==> src/rtl/uart_mem_cmd.sv <==
`default_nettype none
// ============================================================================
// Module      : uart_mem_cmd
// Description : Byte-frame command engine sitting between the UART RX/TX pair
//               and the MU0 memory-override bus / run control. Decodes host
//               frames, performs memory writes/reads through the override
//               port while the CPU is halted, toggles the start line and
//               answers status queries with one- or two-byte replies.
// Ports       : clk, reset            - clock, synchronous active-high reset
//               rx_data/rx_valid      - received byte strobe
//               tx_data/tx_valid/     - outgoing byte, held until accepted
//               tx_ready
//               cpu_enable            - CPU running flag (busy guard)
//               mem_control/mem_rnw/  - memory override bus
//               mem_addr/mem_data_in/
//               mem_data_out
//               start                 - level toggled per accepted 'S'
// Revision    : 1.0 - initial release
// ============================================================================
module uart_mem_cmd #(
    parameter int READ_LATENCY   = 1,
    parameter int TIMEOUT_CYCLES = 27000000
) (
    input  logic        clk,
    input  logic        reset,
    input  logic [7:0]  rx_data,
    input  logic        rx_valid,
    output logic [7:0]  tx_data,
    output logic        tx_valid,
    input  logic        tx_ready,
    input  logic        cpu_enable,
    output logic        mem_control,
    output logic        mem_rnw,
    output logic [15:0] mem_addr,
    output logic [15:0] mem_data_in,
    input  logic [15:0] mem_data_out,
    output logic        start
);

    localparam logic [7:0] OP_W  = 8'h57;
    localparam logic [7:0] OP_R  = 8'h52;
    localparam logic [7:0] OP_S  = 8'h53;
    localparam logic [7:0] OP_Q  = 8'h3F;
    localparam logic [7:0] RSP_K = 8'h4B;
    localparam logic [7:0] RSP_E = 8'h45;

    localparam logic [31:0] TMO_LAST  = 32'(TIMEOUT_CYCLES - 1);
    localparam logic [2:0]  WAIT_LAST = 3'(READ_LATENCY - 1);

    typedef enum logic [2:0] {
        S_IDLE, S_ARG, S_EXEC_WR, S_EXEC_RD, S_WAIT_RD, S_TX_HI, S_TX_LO, S_RESP
    } state_t;

    state_t      state;
    logic [7:0]  opcode;
    logic [23:0] args;       // previously received argument bytes, oldest on top
    logic [1:0]  arg_cnt;
    logic [31:0] tmo_cnt;
    logic [2:0]  wait_cnt;
    logic [7:0]  rd_lo;
    logic        drop_flag;

    logic tx_accept;
    logic last_arg;
    logic rx_listening;

    assign tx_accept    = tx_valid & tx_ready;
    assign last_arg     = (opcode == OP_W) ? (arg_cnt == 2'd3) : (arg_cnt == 2'd1);
    assign rx_listening = (state == S_IDLE) || (state == S_ARG);

    always_ff @(posedge clk) begin
        if (reset) begin
            state       <= S_IDLE;
            opcode      <= 8'h00;
            args        <= 24'h0;
            arg_cnt     <= 2'd0;
            tmo_cnt     <= 32'd0;
            wait_cnt    <= 3'd0;
            rd_lo       <= 8'h00;
            drop_flag   <= 1'b0;
            tx_data     <= 8'h00;
            tx_valid    <= 1'b0;
            mem_control <= 1'b0;
            mem_rnw     <= 1'b1;
            mem_addr    <= 16'h0000;
            mem_data_in <= 16'h0000;
            start       <= 1'b0;
        end else begin
            case (state)
                S_IDLE: begin
                    if (rx_valid) begin
                        case (rx_data)
                            OP_W, OP_R: begin
                                opcode  <= rx_data;
                                arg_cnt <= 2'd0;
                                tmo_cnt <= 32'd0;
                                state   <= S_ARG;
                            end
                            OP_S: begin
                                if (!cpu_enable) begin
                                    start   <= ~start;
                                    tx_data <= RSP_K;
                                end else begin
                                    tx_data <= RSP_E;
                                end
                                tx_valid <= 1'b1;
                                state    <= S_RESP;
                            end
                            OP_Q: begin
                                tx_data   <= {6'b0, drop_flag, cpu_enable};
                                tx_valid  <= 1'b1;
                                drop_flag <= 1'b0;
                                state     <= S_RESP;
                            end
                            default: begin
                                tx_data  <= RSP_E;
                                tx_valid <= 1'b1;
                                state    <= S_RESP;
                            end
                        endcase
                    end
                end

                S_ARG: begin
                    if (rx_valid) begin
                        args    <= {args[15:0], rx_data};
                        arg_cnt <= arg_cnt + 2'd1;
                        tmo_cnt <= 32'd0;
                        if (last_arg) begin
                            // Busy guard is evaluated on the frame's final byte.
                            if (cpu_enable) begin
                                tx_data  <= RSP_E;
                                tx_valid <= 1'b1;
                                state    <= S_RESP;
                            end else if (opcode == OP_W) begin
                                mem_addr    <= args[23:8];
                                mem_data_in <= {args[7:0], rx_data};
                                mem_control <= 1'b1;
                                mem_rnw     <= 1'b0;
                                state       <= S_EXEC_WR;
                            end else begin
                                mem_addr    <= {args[7:0], rx_data};
                                mem_control <= 1'b1;
                                mem_rnw     <= 1'b1;
                                state       <= S_EXEC_RD;
                            end
                        end
                    end else if (tmo_cnt == TMO_LAST) begin
                        // Stale partial frame: discard without a reply.
                        state <= S_IDLE;
                    end else begin
                        tmo_cnt <= tmo_cnt + 32'd1;
                    end
                end

                S_EXEC_WR: begin
                    mem_control <= 1'b0;
                    mem_rnw     <= 1'b1;
                    tx_data     <= RSP_K;
                    tx_valid    <= 1'b1;
                    state       <= S_RESP;
                end

                S_EXEC_RD: begin
                    wait_cnt <= 3'd0;
                    state    <= S_WAIT_RD;
                end

                S_WAIT_RD: begin
                    if (wait_cnt == WAIT_LAST) begin
                        mem_control <= 1'b0;
                        tx_data     <= mem_data_out[15:8];
                        rd_lo       <= mem_data_out[7:0];
                        tx_valid    <= 1'b1;
                        state       <= S_TX_HI;
                    end else begin
                        wait_cnt <= wait_cnt + 3'd1;
                    end
                end

                S_TX_HI: begin
                    if (tx_accept) begin
                        tx_data <= rd_lo;
                        state   <= S_TX_LO;
                    end
                end

                S_TX_LO, S_RESP: begin
                    if (tx_accept) begin
                        tx_valid <= 1'b0;
                        state    <= S_IDLE;
                    end
                end

                default: state <= S_IDLE;
            endcase

            // Host bytes that arrive while a command is executing or replying
            // are lost; remember that so a status query can report it.
            if (rx_valid && !rx_listening) begin
                drop_flag <= 1'b1;
            end
        end
    end

endmodule
`default_nettype wire

==> config.mk <==
export PLATFORM = sky130hd
export DESIGN_NAME = uart_mem_cmd
export DESIGN_NICKNAME = d
export VERILOG_FILES = /design/src/rtl/uart_mem_cmd.sv
export SDC_FILE = /design/constraint.sdc
export NUM_CORES = 1
export LEC_CHECK = 0
export CORE_ASPECT_RATIO = 0.7
export CORE_MARGIN = 8
export CORE_UTILIZATION = 35
export CTS_CLUSTER_SIZE = 30
export DETAILED_ROUTE_END_ITERATION = 6
export DONT_BUFFER_PORTS = 1
export GPL_TIMING_DRIVEN = 0
export HOLD_SLACK_MARGIN = 0.15
export SLEW_MARGIN = 15
export SYNTH_ARGS = -nofsm -noshare
export SYNTH_HDL_FRONTEND = slang
export SYNTH_SLANG_ARGS = --single-unit
export TNS_END_PERCENT = 30
==> constraint.sdc <==
create_clock -name clk -period 4.1 [get_ports clk]
set_input_delay 0.82 -clock clk [delete_from_list [all_inputs] [get_ports clk]]
set_output_delay 0.82 -clock clk [all_outputs]
set_load 0.005 [all_outputs]
After elaboration in Yosys (flattened, before gate mapping)
Cells that the tools add are included.

Add/sub/neg operators: 3. $mul: 0. Divide/modulo/power cells: 0. Order comparisons: 0. Equal/unequal tests: 29. Shift operators: 0. Muxes and demuxes: 55. Bitwise logic cells: 3. Reduce and logical (&&, ||, !) cells: 31.

Operator list (number): $mux 32 (4); $pmux 32 s2 (1); $mux 8 (6); $pmux 8 s5 (1); $add 32x1->32 const B (1); $eq 32x25->1 const B (1); $eq 8x7->1 const B (4); $mux 3 (10); $pmux 8 s3 (1); $mux 1 (21); $pmux 3 s7 (1); $ne 2x2->1 const B (10); $reduce_and 4->1 (5); $mux 16 (1); $reduce_and 8->1 (2); $eq 3x3->1 const B (4); $reduce_bool 2->1 (6); $reduce_and 5->1 (2); $reduce_bool 5->1 (2); $eq 8x6->1 const B (1); $eq 3x2->1 const B (2); $logic_not 3->1 (2); $mux 2 (3); $ne 3x3->1 const B (2); other kinds (23) (28).

Register bits: 125. Bits in latches: 0. RAM bits: 0. Memory bits (read-only): 0. Bits of input ports: 29. Word-level logic and storage cells: 136. Memories kept: 0.

Logic depth before layout (Yosys ltp)
Word-level depth: 6. Mapped depth: 9. Gate-level depth less buffers: 8.

Worst setup path before layout
Ideal clock, no wire load.

Path kind: in2reg. Start: input rx_data[3]. End: register tx_data[1]. Library setup time: 0.128 ns. Data arrival time: 2.295 ns. Required time: 3.972 ns. Path slack: 1.677 ns. Cell stages on the path: 5. Cells stage by stage: or3b_4 o311ai_0 a31oi_4 mux2i_1 nor2_1.

Longest elaborated chain between the ends: 5. Elaborated cells on any way between the ends: 10. Those cells by class: eq/ne (5); mux (3); reduce/logical (2).

Ends and longest elaborated chain: from (decl) (line 26) `input logic [7:0] rx_data,`; $eq 8x7->1 (line 92) `case (rx_data)`; $reduce_or 2->1 (line 92); $pmux 8 s3 (line 92); $mux 8 (line 91) `if (rx_valid) begin`; $pmux 8 s5 (line 89) `case (state)`; to (signal assigned) (line 110) `tx_data <= {6'b0, drop_flag, cpu_enable};`; to (signal assigned) (line 172) `tx_data <= mem_data_out[15:8];`; to (signal assigned) (line 183) `tx_data <= rd_lo;`; to (decl) (line 28) `output logic [7:0] tx_data,`.

Parallel ways exist; a longest one is shown, timed or not. The select of a mux whose other input is x is not followed. A chain may end at the register's enable or synchronous reset.

Worst setup path in the final report
Start: register state[1]. End: register mem_data_in[8].

Longest elaborated chain between the ends: 2.

Ends and longest elaborated chain: from (decl) (line 54) `state_t state;`; from (signal assigned) (line 73) `state <= S_IDLE;`; from (signal assigned) (line 97) `state <= S_ARG;`; from (signal assigned) (line 107) `state <= S_RESP;`; $eq 3x1->1 (line 89); $reduce_and 5->1 (no line); to (signal assigned) (line 137) `mem_data_in <= {args[7:0], rx_data};`; to (decl) (line 35) `output logic [15:0] mem_data_in,`.

Every way passes these cells.

==> summary.md <==
| Metric | Value |
|---|---|
| IO Pins | 73 |
| Hold_buf cts | 0 |
| Routed length on met2 | 6.635 mm |
| Inserted Diodes | 0 |
| Crit Path Category | reg -> reg |
| WL met1 | 8.492 mm |
| H-tree levels | 4 |
| Post-synth top flop | dfxtp_1 |
| First-pass iteration count of the detailed router | 4 |
| Final setup violation count | 0 |
| CP Max Fanout | 10 |
| Max clock buf depth | 2 |
| Top cell type's share of synthesized area | 43.78% |
| Top cells by area, synth | dfxtp_1 (44%), nand2_1 (7.9%), nor2_1 (5.5%), a21oi_1 (5.4%), mux2i_1 (5.1%) |
| Setup crit start | state[1] |
| VDD IR max | 0.0002784 V |
| Drt wl/cell | 17.68 um |
| Slowest cell delay on critical path | 0.49 ns |
| Required time of the critical path | 4.36 ns |
| Core footprint | 16150 sq um |
| Post-CTS setup repair buffer count | 0 |
| Footprint of the multi-input gates | 2990 sq um |
| Cell taking the most area after synthesis | dfxtp_1 |
| Top Metal Used | met4 |
| Top cell by count, worst path | nand2_1 |
| Max-Cap Viols | 0 |
| Die Y | 122.9 um |
| GRT Overall Usage | 16.46% |
| Post-layout util | 40.65% |
| Register area | 2502 sq um |
| Net Count, Synth | 729 |
| Pwr/cell area | 563.6 nW/um^2 |
| RSZ-0062 raised after global routing | false |
| Largest net degree at the start of global routing | 17 |
| Hold path start | opcode[1] |
| First-pass GRT wire length | 26.81 mm |
| I/O Buffers | 0 |
| Setup TNS | 0 ns |
| Most frequent cell after synthesis | dfxtp_1 |
| Min Tclk post-route | 2.654 ns |
| Clock root buffer | clkbuf_16 |
| Leakage | 0.002153 uW |
| Clock Latency Late Sink | 0.41 ns |
| Register area share after synthesis | 43.78% |
| Critical path's slowest cell | a211oi_4 |
| Die X | 168.7 um |
| Initial antenna violation count | 0 |
| Slew of the pin with the lowest slew margin | 0.7668 ns |
| Dpl hpwl | 12.12 mm |
| Layout area overhead | 14.89% |
| Synth Instances | 697 |
| CP endpoint kind | flip-flop |
| Met3 Wirelength | 1.628 mm |
| CTS clk-pin slew, worst paths | 0.05 ns |
| Netlist Area Pre-Place | 5715 sq um |
| Aggregate global routing overflow | 0 |
| RePlAce Congestion | 0.8649 |
| Skew final | 0.01016 ns |
| Library cells used by synthesis | 64 |
| EDFF count, synth | 0 |
| Inserted Clock Buffers | 17 |
| Final ANT Viol Nets | 0 |
| Crit path cell chain | buf_2, nor2_2, nand3_2, a211oi_4, nand2_1, clkbuf_1, nand2_1, a21oi_1 |
| Asr flop ratio synth | 0% |
| Gates resized, CTS repair | 0 |
| Hold WC Path Type | reg -> reg |
| CTS tree | yes |
| Synth warn | 0 |
| Initial Util | 35.39% |
| Final Hold Viols | 0 |
| # DRC | 0 |
| Status | finished clean |
| Worst R2R Start | state[1] |
| Top achievable clock speed | 376.8 MHz |
| TritonCTS Sinks | 125 |
| Worst setup SP type | flip-flop |
| Site row count | 39 |
| Max-slew violations | 0 |
| Top cells by count, synth | dfxtp_1 (125), nand2_1 (120), nor2_1 (83) |
| Final #Nets | 748 |
| Avg Vias per Cell | 5.331 |
| Syn Area/Cell | 8.200 sq um |
| Vias in the first global route | 4793 |
| Yosys reg bits | 125 |
| Drt total wl | 16.87 mm |
| Fillers | 1672 |
| Ratio of cells with drive above 1 in the final layout | 7.133% |
| Iter 0 DRT Violations | 466 |
| Vias | 5086 |
| Slew HR | 48.41% |
| Die footprint | 20740 sq um |
| Worst EP arrival | 2.91 ns |
| Period utilisation layout | 64.72% |
==> sequential cells by signal, summed over array words and instances, names as in the netlist, 2 cells and up <==
signal	cells
arg_cnt	2
args	24
mem_addr	16
mem_data_in	16
opcode	8
rd_lo	8
state	3
tmo_cnt	32
tx_data	8
wait_cnt	3
==> worst max-delay path, delay by kind of cell (launching register included) <==
family | cells | cell delay, ns
and+or+nand+nor | 4 | 1.16
AOI/OAI and AO/OA | 2 | 0.56
buffers and inverters | 2 | 0.49
DFF | 1 | 0.29
==> cell usage in the layout, fill, tap and decap left out, drive strengths merged, types with 7 or more instances in the layout <==
master / instances
a211oi: 16
a21oi: 62
a311oi: 10
a31oi: 9
buf: 15
clkbuf: 47
dfxtp: 125
inv: 12
mux2i: 29
nand2: 120
nand3: 24
nand4: 8
nor2: 85
nor3: 19
nor4: 15
nor4b: 7
o21ai: 26
or3: 7
xnor2: 18
==> stage by stage <==
step	power, uW	std cells	setup WS (ns)	hold WS (ns)	cell area (sq um)
final	3700	954	1.446	0.4537	6566
after global routing	3879	954	1.312	0.4715	6566
after CTS	3713	954	1.537	0.4551	6566
after detailed placement	2250	922	1.189	0.4375	5997
after floorplan	2019	697	1.677	0.4255	5715
after global placement	2243	922	1.190	0.4368	5997
==> per-layer routing <==
| metal | vias to the layer above | GRT usage, % |
|---|---|---|
| li1 | 2505 | - |
| met1 | 2391 | 24.13 |
| met2 | 178 | 22.30 |
| met3 | 12 | 5.742 |
| met4 | 0 | 4.113 |
| met5 | - | 0 |
==> kinds of logic after synthesis <==
group,Yosys count,synth area share (%)
multiplexers,29,5.079
flip-flops,125,43.78
adder cells (fa/ha/maj),3,0.6568
AND/OR/NAND/NOR,324,27.74
XOR/XNOR,21,3.218
AO/OA/AOI/OAI,142,15.63
buffers and inverters,53,3.896
==> path summary, 6_finish.rpt <==
| check | endpoint | slack [ns] | cells after the start |
|---|---|---|---|
| setup / recovery | mem_data_in[8] | 1.45 | 8 |
| hold / removal | opcode[1] | 0.45 | 2 |
| setup reg to reg | mem_data_in[8] | 1.45 | 8 |
| hold reg to reg | opcode[1] | 0.45 | 2 |
==> power breakdown <==
part	total, uW	switching, uW	internal, uW
combinational	871	582	289
clock	1460	553	907
sequential	1370	70.3	1300
total	3700	1210	2500
==> area by class of cell <==
class	instances	area share (%)
plain buffers	41	2.706
clock buffers	21	6.860
clock inverters	11	1.810
inverters	12	0.6860
multi-input cells	519	45.54
flip-flops and latches	125	38.11
well taps	225	4.287
Power figures use the tool's default switching activity.
==> edit, RTL diff (same flow settings) <==
Reset style: asynchronous (`reset`), changed in one clocked block. Comments in the files are not updated.
--- a/src/rtl/uart_mem_cmd.sv
+++ b/src/rtl/uart_mem_cmd.sv
@@ -68,7 +68,7 @@
     assign last_arg     = (opcode == OP_W) ? (arg_cnt == 2'd3) : (arg_cnt == 2'd1);
     assign rx_listening = (state == S_IDLE) || (state == S_ARG);
 
-    always_ff @(posedge clk) begin
+    always_ff @(posedge clk or posedge reset) begin
         if (reset) begin
             state       <= S_IDLE;
             opcode      <= 8'h00;
Formal check against the unedited RTL: differs if reset is asserted again (counterexample within 4 cycles, from zero or initial values and one cycle with reset high); with reset held inactive, the same outputs for 4 cycles.
==> edit against the unedited design <==
Setup slack gained 0.0062 ns. Clock skew grew 0.0032 ns. Largest cell class is now sequential cells. Design area grew 7.7%. Critical path depth shrank 2. Wire length grew 1.7%. Power grew 21%. First-iteration DRC count shrank 0.86%. Sequential share of layout area grew 6.1 points. Highest routed layer is now met5. Synthesized area grew 7.9%. Sequential cell count is the same.
==> edit: results (changes against the unedited design) <==
metric	value	unit	change
CP Capture Point	tmo_cnt[26]$_DFFE_PP0P_		
Synth Instances	620		-11%
Tot GR Track Use	15.4	%	-1.0 points
wire length on met3	1510	um	-7.4%
initial antenna violation count	1		+1
root buffer selected by CTS	clkbuf_16		
compound-gate portion of the synthesized area	13.5	%	-2.1 points
post-DR wirelength/cell	19.4	um	+9.5%
Post-CTS Setup Bufs	0		unchanged
Worst-path clk slew	0.07	ns	+0.02 ns
status	complete, no violations		
Synthesized Nets	652		-11%
area share of fa/ha/maj cells after synthesis	0.609	%	-0.048 points
HPWL Detailed	12500	um	+3.1%
fraction of layout cells with a size suffix above 1	11.9	%	+4.8 points
Synth Flop Type	dfrtp_1		
Async SR Flop Fraction	100	%	+100 points
First-pass DRT Iterations	5		+1
min Tclk post-route	2.65	ns	-0.00619 ns
Slew Limit Headroom	37.7	%	-11 points
# fillers	1683		+0.66%
DR vias/cell	5.71		+7.1%
met2 WL	7520	um	+13%
largest net degree at the start of global routing	39		+22
GR Util met3	5.74	%	about the same
P_leak	3.04	nW	+41%
met1 Use GR	20.8	%	-3.3 points
placed instance count	854		-7.4%
met1 wire length	7860	um	-7.5%
post-synthesis mux area share	9.62	%	+4.5 points
CP Launch Point	tmo_cnt[0]$_DFFE_PP0P_		
Post-synth top cells	dfrtp_1, nand2_1, a21oi_1, nor2_1, clkbuf_1		
worst hold path class	input pin to async pin		
Netlist cell types	67		+4.7%
Setup WS pre-CTS	1.33	ns	+0.143 ns
placed instance area	6520	sq um	+8.7%
routability cong.	0.867		+0.28%
CP max stage delay	0.55	ns	+0.06 ns
Max Fanout on Critical Path	9		-1
VDD IR max	0.273	mV	-1.9%
initial DRC count	462		-0.86%
Power Internal	2.89	mW	+16%
GR Util met2	22.8	%	+0.45 points
nets@finish	674		-9.9%
xor/xnor share of the synthesized area	0.568	%	-2.6 points
top layer in use	met5		
first-pass GRT wire length	27600	um	+2.9%
synth top area cells	dfrtp_1, nand2_1, mux2_2		
Vias	5057		-0.57%
skew final	0.0134	ns	+0.00323 ns
## edit: cell types whose count changed in the layout (fill, tap and decap cells not counted), sizes merged, moves of 8 or more
| cell | delta |
|---|---|
| dfxtp | -125 |
| dfrtp | +124 |
| nor2 | -43 |
| mux2 | +34 |
| a21oi | -22 |
| nand2 | -16 |
| xnor2 | -16 |
| a211oi | -14 |
| a311oi | -10 |
| nor3 | -10 |
| nand2b | +9 |
| o31ai | +9 |
| mux2i | -8 |
## edit: power groups by stage
stage	clock (mW)	sequential [mW]	combinational (mW)
3_5_place_dp	0	1.86	1.21
5_1_grt	1.49	1.88	1.37
6_report	1.41	1.84	1.23
2_1_floorplan	0	1.75	0.943
3_3_place_gp	0	1.85	1.16
4_1_cts	1.43	1.84	1.22
## edit: critical path: cells and delay by family, from the launching register on
family          cells  cell delay, ns
fa+ha+maj           1            0.21
compound gates      2            0.71
flops               1            0.40
simple gates        3            1.23
## edit: how the worst min path moves through the flow
stage / end / startpoint / slack (ns)
2_1_floorplan: args[16]$_DFFE_PP0P_ / args[16]$_DFFE_PP0P_ / 0.45
3_3_place_gp: args[22]$_DFFE_PP0P_ / args[22]$_DFFE_PP0P_ / 0.46
3_5_place_dp: args[21]$_DFFE_PP0P_ / args[21]$_DFFE_PP0P_ / 0.47
4_1_cts: opcode[6]$_DFFE_PP0P_ / reset / 0.29
5_1_grt: opcode[4]$_DFFE_PP0P_ / reset / 0.31
6_report: opcode[5]$_DFFE_PP0P_ / reset / 0.28
## edit: cell type report
type,instances,share of cell area (%)
multi-input combinational,451,40.3
timing repair buffer,3,0.849
inverter,11,0.637
clock inverter,13,1.68
buffer,33,2.09
tap,231,4.09
clock buffer,19,6.12
sequential,125,44.2
